<file path="src/rtl/serial_adder_ctrl.sv">
`default_nettype none
// ============================================================================
// Module   : serial_adder_ctrl
// Purpose  : Sequences one 2-bit ripple-carry slice (two chained full adders)
//            across WIDTH-bit operands, two bits per clock, LSB pair first,
//            with a registered carry between slices. Start/done handshake.
// Ports    : clk        - rising-edge clock
//            rst        - asynchronous active-high reset
//            start      - request, sampled while in IDLE or DONE
//            a, b       - operands, captured on the accepting edge
//            carry_in   - carry into bit 0, captured on the accepting edge
//            busy       - high while the slice is being sequenced
//            done       - one-cycle pulse, result valid
//            sum        - registered result, held until the next completion
//            carry_out  - registered carry out of bit WIDTH-1
// Revision : 1.0 - initial release
// ============================================================================
module serial_adder_ctrl #(
    parameter int WIDTH = 16
) (
    input  logic             clk,
    input  logic             rst,
    input  logic             start,
    input  logic [WIDTH-1:0] a,
    input  logic [WIDTH-1:0] b,
    input  logic             carry_in,
    output logic             busy,
    output logic             done,
    output logic [WIDTH-1:0] sum,
    output logic             carry_out
);

    localparam int HALF  = WIDTH / 2;
    localparam int IDX_W = (HALF > 1) ? $clog2(HALF) : 1;

    localparam logic [IDX_W-1:0] c_LAST_IDX = IDX_W'(HALF - 1);

    localparam logic [1:0] c_IDLE = 2'd0;
    localparam logic [1:0] c_RUN  = 2'd1;
    localparam logic [1:0] c_DONE = 2'd2;

    logic [1:0]       r_state;
    logic [1:0]       w_state_next;
    logic [IDX_W-1:0] r_idx;
    logic [WIDTH-1:0] r_a;
    logic [WIDTH-1:0] r_b;
    logic [WIDTH-1:0] r_acc;
    logic             r_carry;
    logic [WIDTH-1:0] r_sum;
    logic             r_carry_out;

    logic             w_accept;
    logic             w_busy;
    logic             w_done;
    logic [1:0]       w_op_a;
    logic [1:0]       w_op_b;
    logic [1:0]       w_slice_sum;
    logic [2:0]       w_c;
    logic [WIDTH-1:0] w_acc_next;

    // New operands are taken whenever the controller is not mid-operation.
    assign w_accept = start && ((r_state == c_IDLE) || (r_state == c_DONE));

    // ------------------------------------------------------------------
    // State register
    // ------------------------------------------------------------------
    always_ff @(posedge clk or posedge rst) begin
        if (rst) begin
            r_state <= c_IDLE;
        end else begin
            r_state <= w_state_next;
        end
    end

    // ------------------------------------------------------------------
    // Next-state logic
    // ------------------------------------------------------------------
    always_comb begin
        w_state_next = r_state;
        case (r_state)
            c_IDLE:  if (start) w_state_next = c_RUN;
            c_RUN:   if (r_idx == c_LAST_IDX) w_state_next = c_DONE;
            c_DONE:  w_state_next = start ? c_RUN : c_IDLE;
            default: w_state_next = c_IDLE;
        endcase
    end

    // ------------------------------------------------------------------
    // Output logic (decoded from the state register only)
    // ------------------------------------------------------------------
    always_comb begin
        w_busy = 1'b0;
        w_done = 1'b0;
        case (r_state)
            c_RUN:   w_busy = 1'b1;
            c_DONE:  w_done = 1'b1;
            default: ;
        endcase
    end

    assign busy      = w_busy;
    assign done      = w_done;
    assign sum       = r_sum;
    assign carry_out = r_carry_out;

    // ------------------------------------------------------------------
    // 2-bit ripple slice: current operand pair plus registered carry
    // ------------------------------------------------------------------
    assign w_op_a = r_a[{r_idx, 1'b0} +: 2];
    assign w_op_b = r_b[{r_idx, 1'b0} +: 2];
    assign w_c[0] = r_carry;

    for (genvar gi = 0; gi < 2; gi++) begin : g_fa
        assign w_slice_sum[gi] = w_op_a[gi] ^ w_op_b[gi] ^ w_c[gi];
        assign w_c[gi+1]       = (w_op_a[gi] & w_op_b[gi])
                               | (w_c[gi] & (w_op_a[gi] ^ w_op_b[gi]));
    end

    // Accumulator with the current slice merged in; on the last slice this
    // is the complete result, so it can be published in the same edge.
    always_comb begin
        w_acc_next = r_acc;
        w_acc_next[{r_idx, 1'b0} +: 2] = w_slice_sum;
    end

    // ------------------------------------------------------------------
    // Datapath registers
    // ------------------------------------------------------------------
    always_ff @(posedge clk or posedge rst) begin
        if (rst) begin
            r_a         <= '0;
            r_b         <= '0;
            r_acc       <= '0;
            r_carry     <= 1'b0;
            r_idx       <= '0;
            r_sum       <= '0;
            r_carry_out <= 1'b0;
        end else if (w_accept) begin
            r_a     <= a;
            r_b     <= b;
            r_carry <= carry_in;
            r_idx   <= '0;
        end else if (r_state == c_RUN) begin
            r_acc   <= w_acc_next;
            r_carry <= w_c[2];
            r_idx   <= r_idx + 1'b1;
            if (r_idx == c_LAST_IDX) begin
                r_sum       <= w_acc_next;
                r_carry_out <= w_c[2];
            end
        end
    end

endmodule
`default_nettype wire

</file>
<file path="config.mk">
export PLATFORM = sky130hd
export DESIGN_NAME = serial_adder_ctrl
export DESIGN_NICKNAME = d
export VERILOG_FILES = /design/src/rtl/serial_adder_ctrl.sv
export SDC_FILE = /design/constraint.sdc
export NUM_CORES = 1
export LEC_CHECK = 0
export BUFFER_PORTS_ARGS = -buffer_cell sky130_fd_sc_hd__buf_2
export CAP_MARGIN = 20
export CORE_MARGIN = 8
export CORE_UTILIZATION = 59
export DETAILED_ROUTE_END_ITERATION = 8
export PLACE_DENSITY = 0.83
export SLEW_MARGIN = 10
export SYNTH_ARGS = -nofsm -noshare
export SYNTH_HDL_FRONTEND = slang
export SYNTH_SLANG_ARGS = --single-unit
export TNS_END_PERCENT = 1
</file>
<file path="constraint.sdc">
create_clock -name clk -period 5.16 [get_ports clk]
set_input_delay 0 -clock clk [delete_from_list [all_inputs] [get_ports clk]]
set_output_delay 0 -clock clk [all_outputs]
set_load 0.1 [all_outputs]
</file>
* After elaboration in Yosys (flattened, before gate mapping)
Index checks and enable logic that the tools add are counted.
Operators by class: multiply operators 0, reduce and logical (&&, ||, !) cells 7, $add $sub $neg 2, eq/ne operators 5, shifts and indexed selects 4, bitwise gates (word level) 11, multiplexer cells 11, $lt $le $gt $ge 0, div/mod/pow operators 0
Operators by type and width (count):
- 16-bit by 5-bit indexed part select with 2-bit output | 2
- 16-bit bitwise mux | 1
- 2-bit by 6-bit variable shift with 16-bit output, first input constant | 1
- 2-bit by 6-bit indexed part select with 16-bit output | 1
- 3-bit two-way mux | 2
- 4-bit negation with 6-bit output | 1
- 2-bit one-hot mux with 3 select lines | 1
- 1-bit two-way mux | 5
- 1-bit AND | 4
- 2-bit two-way mux | 2
- 2-bit AND reduction | 2
- 1-bit bitwise XOR | 4
- 3-bit by 1-bit adder with 3-bit output, second input constant | 1
- 3-bit equality test, second input constant | 1
- 3-bit AND reduction | 1
- 2-bit by 1-bit equality test with 1-bit output, second input constant | 1
- 2-bit equality test, second input constant | 1
- 2-bit zero test | 1
- 2-bit by 1-bit != test with 1-bit output, second input constant | 1
- 2-bit != test, second input constant | 1
- 1-bit bitwise OR | 2
- 2-bit nonzero test | 1
- 1-bit logical AND | 1
- 1-bit logical OR | 1
- 1-bit NOT | 1
Storage, ports and cells: bits in registers 71, ROM bits 0, bits in writable memories 0, input port bits 36, memories kept 0, bits in latches 0

* Depth between registers and ports, before layout
Gate-level depths: netlist of run 1.
depth in word-level cells 8, gate-level depth with buffers 10

* Least setup slack after synthesis of run 1
No wires, ideal clock.
kind flip-flop to flip-flop, start reg r_idx[0], end reg r_sum[13] (netlist: sum[13]), buffers on the path 3, setup slack 2.324 ns, setup time 0.082 ns, stages on the path, launching flop included 11, data arrival time 2.754 ns, required time 5.078 ns, cells stage by stage dfrtp_1 buf_6 buf_2 mux4_2 nand2_1 nand2_1 fa_1 fa_1 buf_2 nand4_1 a31oi_1
Between the ends: longest elaborated chain between the ends 7
RTL lines:
- start: declaration | RTL line 44 | logic [IDX_W-1:0] r_idx;
- start signal: assignment | RTL line 146 | r_idx <= r_idx + 1'b1;
- 16-bit by 5-bit indexed part select with 2-bit output, on equally long branches | RTL line 109, 110
- 1-bit bitwise XOR | RTL line 114, 116
- 1-bit AND | RTL line 116 | | (w_c[gi] & (w_op_a[gi] ^ w_op_b[gi]));
- 1-bit bitwise OR | RTL line 116
- 1-bit bitwise XOR | RTL line 114 | assign w_slice_sum[gi] = w_op_a[gi] ^ w_op_b[gi] ^ w_c[gi];
- 2-bit by 6-bit indexed part select with 16-bit output | RTL line 123 | w_acc_next[{r_idx, 1'b0} +: 2] = w_slice_sum;
- 16-bit bitwise mux | RTL line 123
- end signal: assignment | RTL line 148 | r_sum <= w_acc_next;
- end: declaration | RTL line 49 | logic [WIDTH-1:0] r_sum;
Parallel ways exist; a longest one is shown, timed or not. A chain may end at the register's enable or synchronous reset.

* Final worst setup path of run 1
start reg r_idx[0], end reg r_sum[5] (netlist: sum[5])
Same word-level chain as after synthesis.

==> results of run 1 <==
## kinds of logic after synthesis
family,Yosys count,synth area share
flip-flops,71,0.5251
multiplexers,32,0.1324
adder cells (fa/ha/maj),6,0.02663
AND/OR/NAND/NOR,167,0.2167
buffers and inverters,27,0.03809
AO/OA/AOI/OAI,33,0.06102
## worst max-delay path: cells and delay by family (launching register included)
kind,cells,cell delay [ps]
AO/OA/AOI/OAI,2,280
adder cells (fa/ha/maj),2,1310
flip-flops,1,830
multiplexers,1,590
AND/OR/NAND/NOR,3,390
## flip-flops by register name, summed over array words and instances (netlist names)
register and flops:
r_carry 1, sum 16, r_state 2, r_a 16, r_acc 16, carry_out 1
r_b 16, r_idx 3
## worst max-delay path by stage
stage	start	end	slack (ps)
floorplan	r_idx[0]	sum[13]	2320
global placement	r_idx[0]	sum[5]	1820
detailed placement	r_idx[0]	sum[5]	1690
CTS	r_idx[0]	sum[5]	1660
global route	r_idx[0]	sum[5]	1410
finish	r_idx[0]	sum[5]	1670
## metrics by stage
step	setup WS (ps)	cells
2_1_floorplan	2324	336
3_3_place_gp	1822	443
3_5_place_dp	1685	443
4_1_cts	1655	493
5_1_grt	1412	493
6_report	1671	493
## placed cells by master, fill, tap and decap left out, types with 2 or more instances in the layout
cell type / Yosys / final
nor2b_1: 4 / 3
and3_1: 2 / 2
nor2_1: 13 / 13
mux2_4: 2 / 2
a31oi_1: 6 / 6
ha_1: 4 / 4
dfrtp_1: 71 / 71
nand3_1: 2 / 2
clkbuf_8: 0 / 10
mux2i_1: 8 / 8
o31ai_1: 6 / 6
fa_1: 2 / 2
bufinv_16: 0 / 3
a21oi_1: 4 / 4
a41oi_1: 2 / 2
and4bb_2: 2 / 2
buf_4: 0 / 2
o21ai_0: 12 / 12
nand4_1: 6 / 6
buf_2: 3 / 54
inv_1: 5 / 4
nand2_1: 124 / 124
or2_1: 2 / 2
nand2b_1: 5 / 5
clkinvlp_4: 0 / 2
dlygate4sd3_1: 0 / 34
mux4_2: 8 / 8
mux2_2: 14 / 14
## area by class of cell
type	instances	area (µm²)
sequential	71	1777
inverter	6	22.52
tap	72	90.09
clock inverter	5	105.1
timing repair buffer	90	625.6
fill	372	1294
multi-input combinational	238	1485
clock buffer	11	141.4
## metal layers
layer | GRT usage | up-vias | wire (µm)
li1 | - | 1293 | -
met1 | 0.2361 | 1323 | 3172
met2 | 0.3415 | 88 | 4164
met3 | 0.05460 | 14 | 536
met4 | 0.09530 | 0 | 167
met5 | 0 | - | 0
==> flow_metrics.tcl, run 1 <==
set metrics [dict create \
    gp_congestion 0.8278 \
    critical_r2r_capture "sum[5]" \
    hold-worst-slack_ps 153.4 \
    yosysTopAreaCellShare 0.5251 \
    antenna_cells_inserted 0 \
    synth_warnings 0 \
    cts.sink_count 71 \
    summed_instance_area_of_the_synthesized_netlist_um2 3383 \
    path_clk_slew_ps 80 \
    timing.reg2reg.worst_path_depth 8 \
    slew-limit-headroom 0.3918 \
    netlist_instances 336 \
    synth_cell_types 38 \
    timing.critical_path.required_ps 5430 \
    hold_path_depth 4 \
    rows 27 \
    number_of_buffers_on_the_longest_clock_path 2 \
    final_nets 458 \
    synth_async_sr_flop_share 1.000 \
    grt_start_max_net_pins 72 \
    tritoncts "built" \
    starting_utilization_of_the_core_area 0.6107 \
    critPathSlowestCell "fa_1" \
    worst-setup-path-type "register to register" \
    finalCriticalPeriod_ps 3489 \
    fin_tns_setup_ps 0 \
    hold_end "r_b[14]" \
    cts_made_buffers 9 \
    rsz0062_at_grt "false" \
    run_status "completed" \
    hold_viol 0 \
    grt_pass1_vias 2855 \
    post_cts_resized 0 \
    yosys_register_bits 71 \
    critical_path.endpoint_type "register" \
    detail_route.vias_per_cell 5.513 \
    dr_pass1_iterations 4 \
    worst_path_largest_cell_delay_ps 890 \
    list_of_most_frequent_post_synthesis_cells "124 x nand2_1, 71 x dfrtp_1, 14 x mux2_2" \
    synth.area.top_cells "dfrtp_1 53%, nand2_1 14%, mux4_2 5.3%" \
    startpoint_of_the_worst_hold_path "start" \
    postCtsHoldBufs 34 \
    startpoint_type_of_the_worst_setup_path "register" \
    insertion_delay_ps 350 \
    portBuffers 54 \
    clock_tree.htree_level_count 3 \
    syn-num-nets 378 \
    r2r-start "r_idx[0]" \
    wire_length_of_the_first_global_routing_pass_um 13700 \
    synthDominantAreaCellType "dfrtp_1" \
    fp.dieW_um 91.73 \
    worst_r2r_setup_slack_ps 1670 \
    synth_edf_count 0 \
    final-setup-viol-count 0 \
    detail-route-antenna-nets 0 \
    drv_cap 0 \
    die_boundary_height_um 91.73 \
    detailroute.via_count 2718 \
    fin_worst_skew_ps 11.24 \
    critical_path.max_fanout 19 \
    totalWireLength_um 8040 \
    core_area_um2 5540 \
    drcViolationCount 0 \
    final_min_period_over_clock_period 0.6762 \
    area.growth.synth_to_final_pct 25.52 \
    globalRouteOverflowTotal 0 \
    syn_area_per_cell_um2 10.07 \
    utilization 0.7665 \
    routedWlPerCell_um 16.31 \
    synth_most_common_cell "nand2_1" \
    postCtsSetupRepairBufs 0 \
    dieArea_um2 8413 \
    cp_data_arrival_time_ps 3750 \
    dp.final_hpwl_um 4915 \
    drive_above_1_share 0.2447 \
    grtUsageTotal 0.2027 \
    detailed_place.area_um2 3655 \
    worst_pin_slew_ps 899.7 \
    cts-root-buf "clkbuf_8" \
    design_area_um2 4247 \
    drt_first_iter_violations 155 \
    crit_path_cell_trace "mux4_2 -> nand2_1 -> nand2_1 -> fa_1 -> fa_1 -> and3_1 -> a31oi_1 -> a21oi_1" \
    synth.yosys.seq_area_share 0.5251 \
    ioPinCount 55 \
    synth-main-ff-cell "dfrtp_1" \
    count_of_final_max_slew_check_failures 0 \
    hold_path.class "primary input to register" \
    antenna_found_initial 0 \
    clock.fmax_mhz 286.6 \
]
Power of run 1 is not shown: default switching activity piles up to over one toggle a cycle in this logic, so the estimate is an artifact.
==> run 2, diff against run 1 <==
--- a/config.mk
+++ b/config.mk
@@ -8,9 +8,9 @@
 export BUFFER_PORTS_ARGS = -buffer_cell sky130_fd_sc_hd__buf_2
 export CAP_MARGIN = 20
 export CORE_MARGIN = 8
-export CORE_UTILIZATION = 59
+export CORE_UTILIZATION = 51
 export DETAILED_ROUTE_END_ITERATION = 8
-export PLACE_DENSITY = 0.83
+export PLACE_DENSITY = 0.76
 export SLEW_MARGIN = 10
 export SYNTH_ARGS = -nofsm -noshare
 export SYNTH_HDL_FRONTEND = slang
==> constraint.sdc (replaced) <==
create_clock -name clk -period 3.03 [get_ports clk]
set_input_delay 0 -clock clk [delete_from_list [all_inputs] [get_ports clk]]
set_output_delay 0 -clock clk [all_outputs]
set_load 0.1 [all_outputs]
==> flow_metrics.tcl, run 2 (same netlist as run 1, synthesis figures left out) <==
set metrics [dict create \
    globalRouteOverflowTotal 0 \
    portBuffers 54 \
    count_of_final_max_slew_check_failures 0 \
    finalCriticalPeriod_ps 2942 \
    dr_pass1_iterations 4 \
    detail_route.vias_per_cell 5.379 \
    final_min_period_over_clock_period 0.9711 \
    grt_pass1_vias 2884 \
    critical_path.endpoint_type "register" \
    hold_path.class "primary input to asynchronous set/reset pin" \
    drv_cap 0 \
    fp.dieW_um 97.45 \
    worst-setup-path-type "register to register" \
    fin_worst_skew_ps 10.83 \
    cp_data_arrival_time_ps 3190 \
    hold_viol 0 \
    insertion_delay_ps 340 \
    starting_utilization_of_the_core_area 0.5298 \
    final-setup-viol-count 0 \
    slew-limit-headroom 0.5068 \
    cts-root-buf "clkbuf_8" \
    cts_made_buffers 9 \
    critical_path.max_fanout 9 \
    detail-route-antenna-nets 0 \
    startpoint_type_of_the_worst_setup_path "register" \
    area_of_the_multi_input_gates_um2 1480 \
    layout.filler_cells 479 \
    dp.final_hpwl_um 5211 \
    totalWireLength_um 8141 \
    worst_pin_slew_ps 739.8 \
    path_clk_slew_ps 80 \
    clock_tree.htree_level_count 3 \
    wire_length_of_the_first_global_routing_pass_um 14060 \
    final-seq-area_um2 1777 \
    rows 29 \
    antenna_cells_inserted 0 \
    crit_path_start "r_idx[0]" \
    clock.fmax_mhz 339.8 \
    routedWlPerCell_um 16.06 \
    timing.critical_path.required_ps 3280 \
    final_common_cell "nand2_1" \
    run_status "completed" \
    fin_tns_setup_ps 0 \
    drive_above_1_share 0.2605 \
    gp_congestion 0.8301 \
    final_nets 467 \
    grtUsageTotal 0.1795 \
    number_of_buffers_on_the_longest_clock_path 2 \
    most-common-layout-cells "124 x nand2_1, 71 x dfrtp_1, 54 x buf_2, 34 x dlygate4sd3_1, 14 x mux2_2" \
    antenna_found_initial 0 \
    die_boundary_height_um 97.45 \
    cts.sink_count 71 \
    drcViolationCount 0 \
    grt_start_max_net_pins 51 \
    detailroute.via_count 2727 \
    drt_first_iter_violations 165 \
    area.growth.synth_to_final_pct 27.44 \
    rsz0062_at_grt "false" \
    ioPinCount 55 \
    core_area_um2 6386 \
    dieArea_um2 9497 \
    r2r-start "r_idx[0]" \
    tritoncts "built" \
    post_cts_resized 0 \
]
[run 2: changes by cell type in the layout (fill, tap and decap cells not counted), sizes merged]
cell      change
buf           +9
clkbuf        +3
clkinvlp      -2
bufinv        -1
[run 2: what timing repair did]
item,4_1_cts,5_1_grt
buffers inserted,0,0
endpoints found under the hold margin,54,0
hold buffers,34,0
[run 2: worst paths after layout]
| path | cells past startpoint | endpoint | slack (ps) |
|---|---|---|---|
| max in group asynchronous | 4 | sum[14] | 1820 |
| worst min register to register | 2 | r_b[9] | 480 |
| worst min-delay path | 3 | r_a[1] | 200 |
| min in group clk | 4 | r_b[13] | 200 |
| worst max register to register | 8 | sum[7] | 90 |
| worst max-delay path | 8 | sum[7] | 90 |
[run 2: final cells by class]
class / instances / area share
flip-flops and latches: 71 / 0.4121
multi-input cells: 238 / 0.3433
repair buffers: 99 / 0.1608
clock buffers: 14 / 0.04237
well taps: 77 / 0.02234
clock inverters: 2 / 0.01393
inverters: 6 / 0.005223
[run 2: metrics by stage]
step | utilization | hold slack, ps | cells | area, µm² | setup WS [ps]
after floorplan | - | 105.4 | 336 | 3383 | 194.3
after global placement | 0.5839 | 32.78 | 457 | 3729 | 272.8
after detailed placement | 0.5839 | 40.41 | 457 | 3729 | 176.6
after CTS | 0.6752 | 185.7 | 507 | 4312 | 111.7
after global routing | 0.6752 | 217.3 | 507 | 4312 | 2.288
final | 0.6752 | 200.1 | 507 | 4312 | 87.51
[run 2: critical path: stages (launching register included)]
cell and delay, ps:
dfrtp_1 520, mux4_2 560, nand2_1 80, nand2_1 70, fa_1 420, fa_1 720, buf_4 230, mux2i_1 80
o21ai_0 170
[run 2: metal layers]
metal  global-route usage  up-vias  share of wire
met5                    0        -              0
met4              0.08275        0          0.023
met3              0.04908       19          0.056
met2               0.2969       81           0.51
met1               0.2114     1317           0.41
li1                     -     1310              -
Power of run 2 is left out for the same reason.
==> run 3, diff against run 2 <==
--- a/config.mk
+++ b/config.mk
@@ -7,6 +7,7 @@
 export LEC_CHECK = 0
 export BUFFER_PORTS_ARGS = -buffer_cell sky130_fd_sc_hd__buf_2
 export CAP_MARGIN = 20
+export CORE_ASPECT_RATIO = 0.6
 export CORE_MARGIN = 8
 export CORE_UTILIZATION = 51
 export DETAILED_ROUTE_END_ITERATION = 8
==> flow_metrics.tcl, run 3 (same netlist as run 1, synthesis figures left out) <==
set metrics [dict create \
    final_common_cell "nand2_1" \
    number_of_buffers_on_the_longest_clock_path 2 \
    most-common-layout-cells "124 x nand2_1, 70 x dfrtp_1, 54 x buf_2, 34 x dlygate4sd3_1, 14 x mux2_2" \
    wl_met1_um 3864 \
    critical_path.max_fanout 13 \
    run_status "completed" \
    drv_cap 0 \
    grt_start_max_net_pins 72 \
    count_of_final_max_slew_check_failures 0 \
    tritoncts "built" \
    dr_pass1_iterations 4 \
    postCtsSetupRepairBufs 0 \
    top_sig_layer "met4" \
    portBuffers 54 \
    hold_viol 0 \
    worst-setup-path-type "register to register" \
    worst_pin_slew_ps 877.9 \
    antenna_found_initial 0 \
    totalWireLength_um 8059 \
    fin_tns_setup_ps 0 \
    dp.final_hpwl_um 5402 \
    cts-root-buf "clkbuf_8" \
    ioPinCount 55 \
    rows 23 \
    dieArea_um2 9582 \
    grtUsageTotal 0.1816 \
    fin_worst_skew_ps 10.47 \
    timing.critical_path.required_ps 3310 \
    met2_length_um 3499 \
    detail_route.vias_per_cell 5.215 \
    met3RoutedLength_um 550 \
    finalCriticalPeriod_ps 2773 \
    clock_tree.htree_level_count 3 \
    critical_path.endpoint_type "register" \
    detail-route-antenna-nets 0 \
    detailroute.via_count 2691 \
    cts_made_buffers 9 \
    die_boundary_height_um 79.09 \
    final_min_period_over_clock_period 0.9152 \
    final_nets 466 \
    wire_length_of_the_first_global_routing_pass_um 13710 \
    path_clk_slew_ps 80 \
    fp.dieW_um 121.2 \
    cts.sink_count 71 \
    slew-limit-headroom 0.4148 \
    drt_first_iter_violations 166 \
    startpoint_type_of_the_worst_setup_path "register" \
    cp_data_arrival_time_ps 3050 \
    antenna_cells_inserted 0 \
    core_area_um2 6533 \
    gp_congestion 0.7941 \
    worst_r2r_setup_slack_ps 260 \
    globalRouteOverflowTotal 0 \
    hold_path_depth 4 \
    timing.reg2reg.worst_path_depth 8 \
    insertion_delay_ps 360 \
    final-setup-viol-count 0 \
    grt_pass1_vias 2799 \
    rsz0062_at_grt "false" \
    drcViolationCount 0 \
    starting_utilization_of_the_core_area 0.5179 \
    routedWlPerCell_um 15.62 \
    clock.fmax_mhz 360.6 \
    hold_path.class "primary input to register" \
    area.growth.synth_to_final_pct 28.40 \
    drive_above_1_share 0.2634 \
]
## run 3: per-layer routing
metal  vias to the layer above  global-route usage
met5                         -                   0
met3                        14             0.06157
li1                       1306                   -
met2                        87              0.2608
met4                         0             0.07222
met1                      1284              0.2488
## run 3: area by class of cell
type,instances,area [µm²]
fillers,509,2188
flip-flops and latches,71,1778
multi-input cells,238,1480
repair buffers,98,685.7
clock inverters,7,145.1
clock buffers,9,123.9
well taps,87,108.9
inverters,6,22.52
## run 3: final timing paths
check	start	endpoint
setup / recovery	r_idx[0]	sum[13]
hold / removal	start	r_a[5]
setup reg to reg	r_idx[0]	sum[13]
hold reg to reg	r_a[8]	r_a[8]
max in group asynchronous	rst	r_idx[0]
min in group asynchronous	rst	r_state[0]
## run 3: through the flow
stage	utilization	worst slack, ps	cell area [µm²]	std cells	hold slack [ps]
after detailed placement	0.5715	130.0	3734	466	192.9
after global routing	0.6650	114.4	4344	516	153.3
after floorplan	-	194.3	3383	336	105.4
after global placement	0.5715	244.6	3734	466	191.0
final	0.6650	257.1	4344	516	146.7
after CTS	0.6648	109.1	4343	516	123.3
## run 3: worst max-delay path, cell delays in order, from the launching register on
cell,delay (ps)
dfrtp_2,520
mux4_2,550
nand2_1,80
nand2_1,70
fa_1,420
fa_1,550
buf_4,200
nand4_1,100
a31oi_1,200
## run 3: repair_timing
item	CTS	global route
hold endpoints to repair	104	0
hold buffers	34	0
gates resized for setup	0	1
setup endpoints to repair	0	3
Power of run 3 is left out for the same reason.
